`src/rtl/stream_mux_n_pkg.sv`:
```
// ---------------------------------------------------------------------------
// mux_pkg
//
// Shared definitions for the stream_mux_n operand selector.
//   mux_mode_t  : selection mode (fixed software-chosen channel or round-robin)
//   rr_ptr_rst(): reset value of the round-robin pointer for a given channel
//                 count. The pointer rests on the last channel, so the first
//                 search after reset starts at channel 0.
// ---------------------------------------------------------------------------
package mux_pkg;

  typedef enum logic {
    MODE_FIXED = 1'b0,
    MODE_RR    = 1'b1
  } mux_mode_t;

  function automatic int rr_ptr_rst(input int n_in);
    return n_in - 1;
  endfunction

endpackage

```
`src/rtl/stream_mux_n_rr_arbiter.sv`:
```
// ---------------------------------------------------------------------------
// rr_arbiter
//
// Purely combinational find-first-from-pointer arbiter. The search starts at
// (ptr + 1) mod N_IN and walks upward with wrap-around, so the channel named
// by ptr is considered last.
//
// Ports:
//   req       in   N_IN   request vector (one bit per channel)
//   ptr       in   SEL_W  index of the most recently granted channel
//   gnt_valid out  1      at least one request is set
//   gnt_idx   out  SEL_W  index of the granted channel (0 when gnt_valid = 0)
// ---------------------------------------------------------------------------
module rr_arbiter #(
  parameter int N_IN  = 4,
  parameter int SEL_W = $clog2(N_IN)
) (
  input  logic [N_IN-1:0]  req,
  input  logic [SEL_W-1:0] ptr,
  output logic             gnt_valid,
  output logic [SEL_W-1:0] gnt_idx
);

  always_comb begin
    int               idx;
    logic [SEL_W-1:0] idx_s;
    gnt_valid = 1'b0;
    gnt_idx   = '0;
    idx       = 0;
    idx_s     = '0;
    // Offsets 1..N_IN visit every channel once, ending on ptr itself.
    for (int k = 1; k <= N_IN; k++) begin
      idx   = (int'(ptr) + k) % N_IN;
      idx_s = SEL_W'(idx);
      if (!gnt_valid && req[idx_s]) begin
        gnt_valid = 1'b1;
        gnt_idx   = idx_s;
      end
    end
  end

endmodule

```
`src/rtl/stream_mux_n.sv`:
```
// ---------------------------------------------------------------------------
// stream_mux_n
//
// N-input, WIDTH-bit stream multiplexer with valid/ready handshakes on every
// port and one registered output stage. A channel is chosen either by a fixed
// software select or by round-robin arbitration among valid channels; the
// chosen beat is registered and held until the consumer accepts it.
//
// Ports:
//   clk        in   1            clock, rising edge
//   rst        in   1            synchronous, active-high reset
//   mode       in   1            0 = MODE_FIXED, 1 = MODE_RR
//   sel        in   SEL_W        channel index used in MODE_FIXED
//   in_data    in   N_IN x WIDTH packed channel data
//   in_valid   in   N_IN         per-channel valid
//   in_ready   out  N_IN         per-channel ready (combinational, one-hot/zero)
//   out_data   out  WIDTH        registered selected data
//   out_src    out  SEL_W        registered index of the supplying channel
//   out_valid  out  1            a beat is held in the output stage
//   out_ready  in   1            consumer accepts the beat
// ---------------------------------------------------------------------------
module stream_mux_n
  import mux_pkg::*;
#(
  parameter int N_IN  = 4,
  parameter int WIDTH = 8,
  parameter int SEL_W = $clog2(N_IN)
) (
  input  logic                       clk,
  input  logic                       rst,
  input  logic                       mode,
  input  logic [SEL_W-1:0]           sel,
  input  logic [N_IN-1:0][WIDTH-1:0] in_data,
  input  logic [N_IN-1:0]            in_valid,
  output logic [N_IN-1:0]            in_ready,
  output logic [WIDTH-1:0]           out_data,
  output logic [SEL_W-1:0]           out_src,
  output logic                       out_valid,
  input  logic                       out_ready
);

  localparam logic [SEL_W-1:0] RR_PTR_RST = SEL_W'(rr_ptr_rst(N_IN));

  mux_mode_t        cur_mode;
  logic [SEL_W-1:0] ptr_q;

  logic             rr_gnt_valid;
  logic [SEL_W-1:0] rr_gnt_idx;
  logic             sel_in_range;
  logic             fix_gnt_valid;

  logic             gnt_valid;
  logic [SEL_W-1:0] gnt_idx;
  logic             load_en;
  logic             xfer;

  logic             vld_p1;
  logic [WIDTH-1:0] data_p1;
  logic [SEL_W-1:0] src_p1;

  assign cur_mode = mux_mode_t'(mode);

  rr_arbiter #(
    .N_IN  (N_IN),
    .SEL_W (SEL_W)
  ) u_rr_arbiter (
    .req       (in_valid),
    .ptr       (ptr_q),
    .gnt_valid (rr_gnt_valid),
    .gnt_idx   (rr_gnt_idx)
  );

  // When N_IN fills the select width every sel value is a real channel;
  // otherwise indices at or above N_IN never grant.
  generate
    if ((1 << SEL_W) == N_IN) begin : g_sel_full
      assign sel_in_range = 1'b1;
    end else begin : g_sel_partial
      assign sel_in_range = (sel < SEL_W'(N_IN));
    end
  endgenerate

  assign fix_gnt_valid = sel_in_range && in_valid[sel];

  always_comb begin
    gnt_valid = 1'b0;
    gnt_idx   = '0;
    if (cur_mode == MODE_RR) begin
      gnt_valid = rr_gnt_valid;
      gnt_idx   = rr_gnt_idx;
    end else begin
      gnt_valid = fix_gnt_valid;
      gnt_idx   = sel;
    end
  end

  // The output stage accepts a new beat when empty or draining this cycle,
  // so a continuous stream flows with no bubble while out_ready stays high.
  assign load_en = !vld_p1 || out_ready;
  assign xfer    = load_en && gnt_valid && !rst;

  always_comb begin
    in_ready = '0;
    if (xfer) begin
      in_ready[gnt_idx] = 1'b1;
    end
  end

  // Output register stage (p1). A held beat is only replaced when the
  // consumer takes it in the same cycle; reset discards it.
  always_ff @(posedge clk) begin
    if (rst) begin
      vld_p1  <= 1'b0;
      data_p1 <= '0;
      src_p1  <= '0;
      ptr_q   <= RR_PTR_RST;
    end else if (xfer) begin
      vld_p1  <= 1'b1;
      data_p1 <= in_data[gnt_idx];
      src_p1  <= gnt_idx;
      if (cur_mode == MODE_RR) begin
        ptr_q <= gnt_idx;
      end
    end else if (out_ready) begin
      vld_p1 <= 1'b0;
    end
  end

  assign out_valid = vld_p1;
  assign out_data  = data_p1;
  assign out_src   = src_p1;

endmodule

```
`config.mk`:
```
export PLATFORM = sky130hd
export DESIGN_NAME = stream_mux_n
export DESIGN_NICKNAME = d
export VERILOG_FILES = /design/src/rtl/stream_mux_n_pkg.sv /design/src/rtl/stream_mux_n_rr_arbiter.sv /design/src/rtl/stream_mux_n.sv
export SDC_FILE = /design/constraint.sdc
export NUM_CORES = 1
export LEC_CHECK = 0
export BUFFER_PORTS_ARGS = -buffer_cell sky130_fd_sc_hd__buf_2
export CORE_UTILIZATION = 35
export DETAILED_ROUTE_END_ITERATION = 10
export PLACE_DENSITY = 0.75
export RECOVER_POWER = 25
export SLEW_MARGIN = 40
export SYNTH_ARGS = -nofsm -noshare
export SYNTH_HDL_FRONTEND = slang
export SYNTH_HIERARCHICAL = 1
export SYNTH_SLANG_ARGS = --single-unit
export TNS_END_PERCENT = 30
```
`constraint.sdc`:
```
create_clock -name clk -period 2.6 [get_ports clk]
set_input_delay 0.26 -clock clk [delete_from_list [all_inputs] [get_ports clk]]
set_output_delay 0.26 -clock clk [all_outputs]
set_load 0.005 [all_outputs]
```
==> results.sh, run 1 <==
export IMPL_num_nets_final=194
export IMPL_powerDensity_nw_per_um2=439
export IMPL_antenna_found_initial=0
export IMPL_yosys_area_top_type_share=0.274
export IMPL_slew_headroom=0.636
export IMPL_synthesis_nets=139
export IMPL_drive_gt1_frac=0.464
export IMPL_io_buffers=56
export IMPL_viasPerCell=5.46
export IMPL_cp_slowest_stage_delay_ns=0.62
export IMPL_hold_viol=0
export IMPL_netlist_area_um2=950
export IMPL_overflow=0
export IMPL_cts_buffers_inserted=3
export IMPL_p_clk_frac=0.233
export IMPL_synth_top_area_cell="dfxtp_1"
export IMPL_htreeDepth=1
export IMPL_max_vdd_ir_drop_v=0.000192
export IMPL_slowest_stage="mux4_1"
export IMPL_design_die_area_um2=2930
export IMPL_clk_latency_ns=0.28
export IMPL_cp_required_ns=2.77
export IMPL_grt_usage=0.176
export IMPL_regToRegStartpoint="ptr_q[1]"
export IMPL_syn_area_per_cell_um2=9.79
export IMPL_gp_congestion=0.834
export IMPL_dr_pass1_iters=4
export IMPL_cp_top_family="multiplexers"
export IMPL_final_instance_count_excl_fill=181
export IMPL_cts_reportedPaths_clkPinSlew_ns=0.08
export IMPL_p_comb_frac=0.352
export IMPL_worstMarginPinSlew_ns=0.534
export IMPL_cp_end_kind="flop"
export IMPL_yosys_top_cells_area="dfxtp_1 (27%), mux4_2 (14%), a21oi_1 (5.8%)"
export IMPL_yosysSeqAreaShare=0.274
export IMPL_p_seq_frac=0.415
export IMPL_setup_tns_final_ns=0
export IMPL_die_h_um=54.1
export IMPL_root_buffer="clkbuf_4"
export IMPL_status="finished clean"
export IMPL_critPathKind="flop to flop"
export IMPL_antenna_cells=0
export IMPL_initial_core_util=0.376
export IMPL_io_pin_count=57
export IMPL_finalWirelength_um=2610
export IMPL_synth_edf_count=0
export IMPL_dpl_cell_count=177
export IMPL_synth_common_cells="dfxtp_1 (13), a21oi_1 (11), o21ai_0 (10)"
export IMPL_cts_tree="built"
export IMPL_fmax_mhz=452
export IMPL_netSwitchingPower_uw=171
export IMPL_period_needed_ns=2.21
export IMPL_cap_violations=0
export IMPL_swShare=0.315
export IMPL_timing_final_ws_setup_ns=0.387
export IMPL_area_growth_pct=30.7
export IMPL_final_antenna_net_count=0
export IMPL_cp_max_fo=12
export IMPL_drc=0
export IMPL_core_area_um2=2520
export IMPL_cts_sinks=13
export IMPL_cts_path_max_buffers=2
export IMPL_hp_class="primary input to flop"
export IMPL_grt_pass1_vias=822
export IMPL_rsz0062_at_grt="no"
export IMPL_rr_worst_depth=6
export IMPL_p_int_uw=373
export IMPL_p_leak_nw=0.555
export IMPL_postSynthRegisterBits=13
export IMPL_finalCritPeriodShare=0.851
export IMPL_fin_util=0.492
export IMPL_fin_skew_ns=0.00643
export IMPL_rows=18
export IMPL_via_count=989
export IMPL_ys_warn_count=6
export IMPL_fp_dieW_um=54.1
export IMPL_critPathBufInv=0
export IMPL_synth_most_common_cell="dfxtp_1"
export IMPL_grt_max_degree=15
export IMPL_async_flop_share=0
export IMPL_preCtsSetupSlack_ns=0.371
export IMPL_grt_pass1_wl_um=3730
export IMPL_setup_violations=0
export IMPL_maxSlewViolCount=0
export IMPL_wire_per_inst_um=14.4
export IMPL_postCtsSetupRepairBufs=0
export IMPL_ys_flop_type="dfxtp_1"
export IMPL_syn_instance_count=97
export IMPL_worst_ep_arrival_time_ns=2.39
export IMPL_cp_start_kind="flop"
export IMPL_hold_depth=2
export IMPL_synthDistinctLibCells=30
export IMPL_holdWs_ns=0.262
export IMPL_path_cells="mux2i_1 -> o221ai_2 -> mux2i_4 -> mux4_1 -> nand3_1 -> a21oi_1"
export IMPL_dp_hpwl_um=2080
export IMPL_reg2reg_slack_ns=0.39
export IMPL_ctsResizeCount=0
export IMPL_hold_path_end="out_data[7]"
export IMPL_drt_iter0_markers=21
export IMPL_ctsHoldBuffers=0
export IMPL_hp_start="rst"
export IMPL_r2r_end="out_data[6]"
[cells by family (layout without fill, tap and decap cells)]
logic type      count (synthesis)  count (layout)  share of synthesized area
flops                          13              13                      0.274
simple gates                   30              30                      0.165
mux                            14              14                      0.275
compound gates                 30              30                      0.219
buf+inv                        10              64                     0.0672
[power groups by stage]
stage | clock [mW] | sequential (mW) | combinational [mW]
after floorplan | 0 | 0.230 | 0.128
after detailed placement | 0 | 0.230 | 0.192
final | 0.127 | 0.226 | 0.192
after global routing | 0.135 | 0.228 | 0.209
after global placement | 0 | 0.230 | 0.184
after CTS | 0.128 | 0.226 | 0.192
[registers in the layout, indices dropped and copies added (netlist names)]
register / flops
out_src: 2
ptr_q: 2
out_data: 8
out_valid: 1
[cells in the final DEF (no fill, tap or decap), types with 3 or more instances in the layout]
master / count
inv_1: 3
nand2b_1: 4
mux4_2: 6
nor3_1: 6
nand3_1: 8
nand2_1: 5
clkbuf_1: 7
clkbuf_4: 3
o21ai_0: 10
a21oi_1: 11
buf_2: 50
dfxtp_1: 13
mux2i_1: 4
[stage by stage]
| stage | instance area [um2] | total power [mW] |
|---|---|---|
| after floorplan | 950 | 0.359 |
| after global placement | 1220 | 0.413 |
| after detailed placement | 1220 | 0.422 |
| after CTS | 1250 | 0.546 |
| after global routing | 1240 | 0.572 |
| final | 1240 | 0.545 |
[cell type report]
| type | instances | area, um2 |
|---|---|---|
| clock buffers | 4 | 26.3 |
| fillers | 248 | 1280 |
| inverters | 3 | 11.3 |
| multi-input cells | 74 | 626 |
| flip-flops and latches | 13 | 260 |
| well taps | 30 | 37.5 |
| repair buffers | 57 | 280 |
[how the worst max path moves through the flow]
stage / startpoint / to / slack (ns) / depth (start not counted)
3_5_place_dp: in_valid[2] / out_data[6] / 0.37 / 8
3_3_place_gp: in_valid[2] / out_data[5] / 0.49 / 8
6_report: ptr_q[1] / out_data[6] / 0.39 / 6
4_1_cts: ptr_q[1] / out_data[6] / 0.41 / 6
5_1_grt: ptr_q[1] / out_data[6] / 0.18 / 6
2_1_floorplan: ptr_q[1] / out_data[0] / 0.74 / 8
[worst register-to-register path, delay by kind of cell (launching register included)]
kind,cells,cell delay [ns]
flops,1,0.43
simple gates,1,0.10
compound gates,2,0.24
mux,3,1.35
[routing by layer]
layer	GRT usage	part of all wire	up-vias	wire length, um
li1	-	-	479	-
met3	0.0169	0.061	0	160
met4	0.0598	0	0	0
met1	0.247	0.42	465	1100
met5	0	0	-	0
met2	0.280	0.52	45	1350
No activity file was read; power rests on OpenSTA's default activity.
==> inputs of run 2 (changes only) <==
--- a/config.mk
+++ b/config.mk
@@ -6,6 +6,7 @@
 export NUM_CORES = 1
 export LEC_CHECK = 0
 export BUFFER_PORTS_ARGS = -buffer_cell sky130_fd_sc_hd__buf_2
+export CORE_ASPECT_RATIO = 0.8
 export CORE_UTILIZATION = 35
 export DETAILED_ROUTE_END_ITERATION = 10
 export PLACE_DENSITY = 0.75
==> results.sh, run 2 (synthesized netlist as in run 1, its figures left out) <==
export IMPL_antenna_found_initial=0
export IMPL_cts_tree="built"
export IMPL_powerDensity_nw_per_um2=434
export IMPL_status="finished clean"
export IMPL_finalWirelength_um=2470
export IMPL_rows=16
export IMPL_hp_class="primary input to flop"
export IMPL_maxSlewViolCount=0
export IMPL_fin_skew_ns=0.00503
export IMPL_viasPerCell=5.33
export IMPL_ctsHoldBuffers=0
export IMPL_multiInputGateArea_um2=626
export IMPL_dp_hpwl_um=1940
export IMPL_gp_congestion=0.782
export IMPL_setup_tns_final_ns=0
export IMPL_cts_reportedPaths_clkPinSlew_ns=0.08
export IMPL_num_nets_final=194
export IMPL_p_leak_nw=0.563
export IMPL_dr_pass1_iters=4
export IMPL_postCtsSetupRepairBufs=0
export IMPL_cp_start_kind="flop"
export IMPL_grt_max_degree=15
export IMPL_drive_gt1_frac=0.477
export IMPL_critPathKind="flop to flop"
export IMPL_cp_max_fo=12
export IMPL_via_count=997
export IMPL_grt_usage=0.178
export IMPL_initial_core_util=0.380
export IMPL_root_buffer="clkbuf_4"
export IMPL_final_cell_mix="buf_2 (52), dfxtp_1 (13), a21oi_1 (11), o21ai_0 (10), nand3_1 (8)"
export IMPL_drc=0
export IMPL_wire_per_inst_um=13.2
export IMPL_slew_headroom=0.634
export IMPL_final_antenna_net_count=0
export IMPL_cap_violations=0
export IMPL_ctsResizeCount=0
export IMPL_io_buffers=56
export IMPL_fp_dieW_um=60.2
export IMPL_period_needed_ns=2.22
export IMPL_cp_end_kind="flop"
export IMPL_setup_violations=0
export IMPL_finalCritPeriodShare=0.853
export IMPL_cts_buffers_inserted=3
export IMPL_max_vdd_ir_drop_v=0.000163
export IMPL_cts_path_max_buffers=2
export IMPL_area_growth_pct=31.8
export IMPL_regToRegStartpoint="ptr_q[1]"
export IMPL_largest_register_ffs=8
export IMPL_core_area_um2=2500
export IMPL_grt_pass1_vias=912
export IMPL_grt_pass1_wl_um=3890
export IMPL_hold_viol=0
export IMPL_antenna_cells=0
export IMPL_clk_latency_ns=0.28
export IMPL_worst_ep_arrival_time_ns=2.39
export IMPL_overflow=0
export IMPL_die_h_um=48.6
export IMPL_htreeDepth=1
export IMPL_final_common_cell="buf_2"
export IMPL_worstMarginPinSlew_ns=0.537
export IMPL_crit_start="ptr_q[1]"
export IMPL_cts_sinks=13
export IMPL_cp_required_ns=2.77
export IMPL_nFillCells=234
export IMPL_drt_iter0_markers=14
export IMPL_design_die_area_um2=2930
export IMPL_fmax_mhz=451
export IMPL_io_pin_count=57
export IMPL_fin_util=0.500
export IMPL_regArea_um2=260
export IMPL_rsz0062_at_grt="no"
export IMPL_hp_start="rst"
run 2: worst paths after layout:
kind | end | cells past startpoint | slack (ns)
setup / recovery | out_data[5] | 6 | 0.38
hold / removal | out_valid | 2 | 0.28
setup reg to reg | out_data[5] | 6 | 0.38
hold reg to reg | out_data[3] | 2 | 0.48
run 2: report_power, final:
part / leakage (nW) / internal [mW] / switching (mW)
Combinational: 0.441 / 0.0984 / 0.0911
Clock: 0.0150 / 0.0596 / 0.0679
Sequential: 0.107 / 0.216 / 0.0107
run 2: routing by layer:
| layer | up-vias | wire length [um] | track usage |
|---|---|---|---|
| met2 | 46 | 1260 | 0.300 |
| li1 | 481 | - | - |
| met3 | 2 | 140 | 0.0401 |
| met4 | 0 | 19 | 0.0698 |
| met1 | 468 | 1050 | 0.215 |
| met5 | - | 0 | 0 |
run 2: critical path, cell delays in order, from the launching register on:
cell and delay (ns):
dfxtp_1 0.44, mux2i_1 0.27, o221ai_2 0.16, mux2i_4 0.45, mux4_1 0.63, nand3_1 0.10
a21oi_1 0.06
run 2: layout make-up:
type / count / area share
timing repair buffer: 57 / 0.226
multi-input combinational: 74 / 0.500
tap: 36 / 0.0360
sequential: 13 / 0.208
clock buffer: 4 / 0.0210
inverter: 3 / 0.00900
run 2: per-stage QoR:
step	total power [mW]	std cells	setup WS, ns	hold WS [ns]	cell area [um2]
after floorplan	0.359	97	0.740	0.470	950
after global placement	0.414	183	0.468	0.457	1230
after detailed placement	0.421	183	0.394	0.467	1230
after CTS	0.545	187	0.392	0.260	1260
after global routing	0.572	187	0.258	0.267	1250
final	0.543	187	0.381	0.280	1250
==> inputs of run 3 (changes only) <==
--- a/config.mk
+++ b/config.mk
@@ -6,10 +6,12 @@
 export NUM_CORES = 1
 export LEC_CHECK = 0
 export BUFFER_PORTS_ARGS = -buffer_cell sky130_fd_sc_hd__buf_2
+export CELL_PAD_IN_SITES_DETAIL_PLACEMENT = 2
+export CELL_PAD_IN_SITES_GLOBAL_PLACEMENT = 2
 export CORE_ASPECT_RATIO = 0.8
-export CORE_UTILIZATION = 35
+export CORE_UTILIZATION = 23
 export DETAILED_ROUTE_END_ITERATION = 10
-export PLACE_DENSITY = 0.75
+export PLACE_DENSITY = 0.85
 export RECOVER_POWER = 25
 export SLEW_MARGIN = 40
 export SYNTH_ARGS = -nofsm -noshare
==> results.sh, run 3 (synthesized netlist as in run 1, its figures left out) <==
export IMPL_status="finished clean"
export IMPL_setup_tns_final_ns=0
export IMPL_dr_pass1_iters=3
export IMPL_hp_class="primary input to flop"
export IMPL_cp_max_fo=12
export IMPL_grt_pass1_vias=1089
export IMPL_area_growth_pct=36.0
export IMPL_timing_final_ws_setup_ns=0.333
export IMPL_grt_max_degree=15
export IMPL_critPathKind="flop to flop"
export IMPL_overflow=0
export IMPL_via_count=998
export IMPL_die_h_um=59.5
export IMPL_cap_violations=0
export IMPL_largest_register_ffs=8
export IMPL_drt_iter0_markers=12
export IMPL_initial_core_util=0.245
export IMPL_cts_sinks=13
export IMPL_power_uw=603
export IMPL_p_leak_nw=0.562
export IMPL_drive_gt1_frac=0.464
export IMPL_path_cells="nand2b_1 -> a21oi_2 -> o221ai_2 -> mux2i_4 -> mux4_1 -> nand3_1 -> a21oi_1"
export IMPL_clk_latency_ns=0.24
export IMPL_preCtsSetupSlack_ns=0.314
export IMPL_period_needed_ns=2.27
export IMPL_slew_headroom=0.638
export IMPL_finalWirelength_um=3260
export IMPL_placed_cell_area_um2=1250
export IMPL_finalCritPeriodShare=0.872
export IMPL_cp_slowest_stage_delay_ns=0.64
export IMPL_postCtsSetupRepairBufs=0
export IMPL_regArea_um2=260
export IMPL_antenna_cells=0
export IMPL_ctsResizeCount=0
export IMPL_cts_tree="built"
export IMPL_root_buffer="clkbuf_8"
export IMPL_num_nets_final=194
export IMPL_worstMarginPinSlew_ns=0.531
export IMPL_htreeDepth=1
export IMPL_antenna_found_initial=0
export IMPL_rows=20
export IMPL_cp_required_ns=2.72
export IMPL_r2r_end="out_data[6]"
export IMPL_setup_violations=0
export IMPL_cts_buffers_inserted=3
export IMPL_dp_hpwl_um=2770
export IMPL_final_common_cell="buf_2"
export IMPL_multiInputGateArea_um2=626
export IMPL_regToRegStartpoint="ptr_q[1]"
export IMPL_reg2reg_slack_ns=0.33
export IMPL_slowest_stage="mux4_1"
export IMPL_io_buffers=56
export IMPL_crit_start="ptr_q[1]"
export IMPL_maxSlewViolCount=0
export IMPL_powerDensity_nw_per_um2=467
export IMPL_cts_path_max_buffers=2
export IMPL_max_vdd_ir_drop_v=0.000192
export IMPL_grt_usage=0.162
export IMPL_cp_start_kind="flop"
export IMPL_critPathCapture="out_data[6]"
export IMPL_hold_viol=0
export IMPL_fp_dieW_um=73.8
export IMPL_holdWs_ns=0.320
export IMPL_drc=0
export IMPL_cp_end_kind="flop"
export IMPL_fin_skew_ns=0.000598
export IMPL_rsz0062_at_grt="no"
export IMPL_gp_congestion=0.803
export IMPL_cts_reportedPaths_clkPinSlew_ns=0.05
export IMPL_wire_per_inst_um=15.8
export IMPL_design_die_area_um2=4390
export IMPL_nFillCells=454
export IMPL_viasPerCell=4.84
export IMPL_grt_pass1_wl_um=5310
export IMPL_fin_area_um2=1290
export IMPL_core_area_um2=3880
export IMPL_io_pin_count=57
export IMPL_worst_ep_arrival_time_ns=2.39
export IMPL_final_antenna_net_count=0
export IMPL_final_cell_mix="buf_2 (50), dfxtp_1 (13), a21oi_1 (11), o21ai_0 (10), nand3_1 (8)"
export IMPL_hold_depth=2
export IMPL_ctsHoldBuffers=0
export IMPL_fmax_mhz=441
export IMPL_rr_worst_depth=7
==> run 3: cell types whose count changed in the layout (fill, tap and decap cells not counted), sizes merged <==
cell | before | now
clkbuf | 8 | 10
buf | 53 | 51
==> run 3: how the worst min path moves through the flow <==
stage	start	to	slack, ns
6_report	rst	out_data[6]	0.32
2_1_floorplan	out_data[0]	out_data[0]	0.47
4_1_cts	rst	out_data[6]	0.32
5_1_grt	rst	out_data[6]	0.33
3_3_place_gp	out_data[7]	out_data[7]	0.47
3_5_place_dp	out_data[7]	out_data[7]	0.48
==> run 3: metal layers <==
layer  global-route usage  share of wire  vias up  wire length (um)
met4               0.0577          0.011        0                35
li1                     -              -      483                 -
met5                    0              0        -                 0
met1                0.213           0.48      469              1550
met3               0.0221          0.057        2               187
met2                0.274           0.46       44              1490
==> run 3: metrics by stage <==
step | util | instances
after floorplan | - | 97
after global placement | 0.323 | 202
after detailed placement | 0.323 | 202
after CTS | 0.335 | 206
after global routing | 0.333 | 206
final | 0.333 | 206
==> run 3: area by class of cell <==
type	count	share of cell area
multi-input combinational	74	0.484
tap	55	0.0533
clock buffer	4	0.0349
timing repair buffer	57	0.217
sequential	13	0.202
inverter	3	0.00872
==> run 3: report_power, final <==
| part | leakage [nW] | internal [mW] | switching [mW] |
|---|---|---|---|
| Combinational | 0.432 | 0.0982 | 0.100 |
| Sequential | 0.107 | 0.216 | 0.0114 |
| Clock | 0.0228 | 0.108 | 0.0689 |
==> run 3: critical path: cells and delay by family (launching register included) <==
| kind | cells | cell delay [ns] |
|---|---|---|
| multiplexers | 2 | 1.09 |
| AO/OA/AOI/OAI | 3 | 0.39 |
| flip-flops | 1 | 0.36 |
| AND/OR/NAND/NOR | 2 | 0.31 |
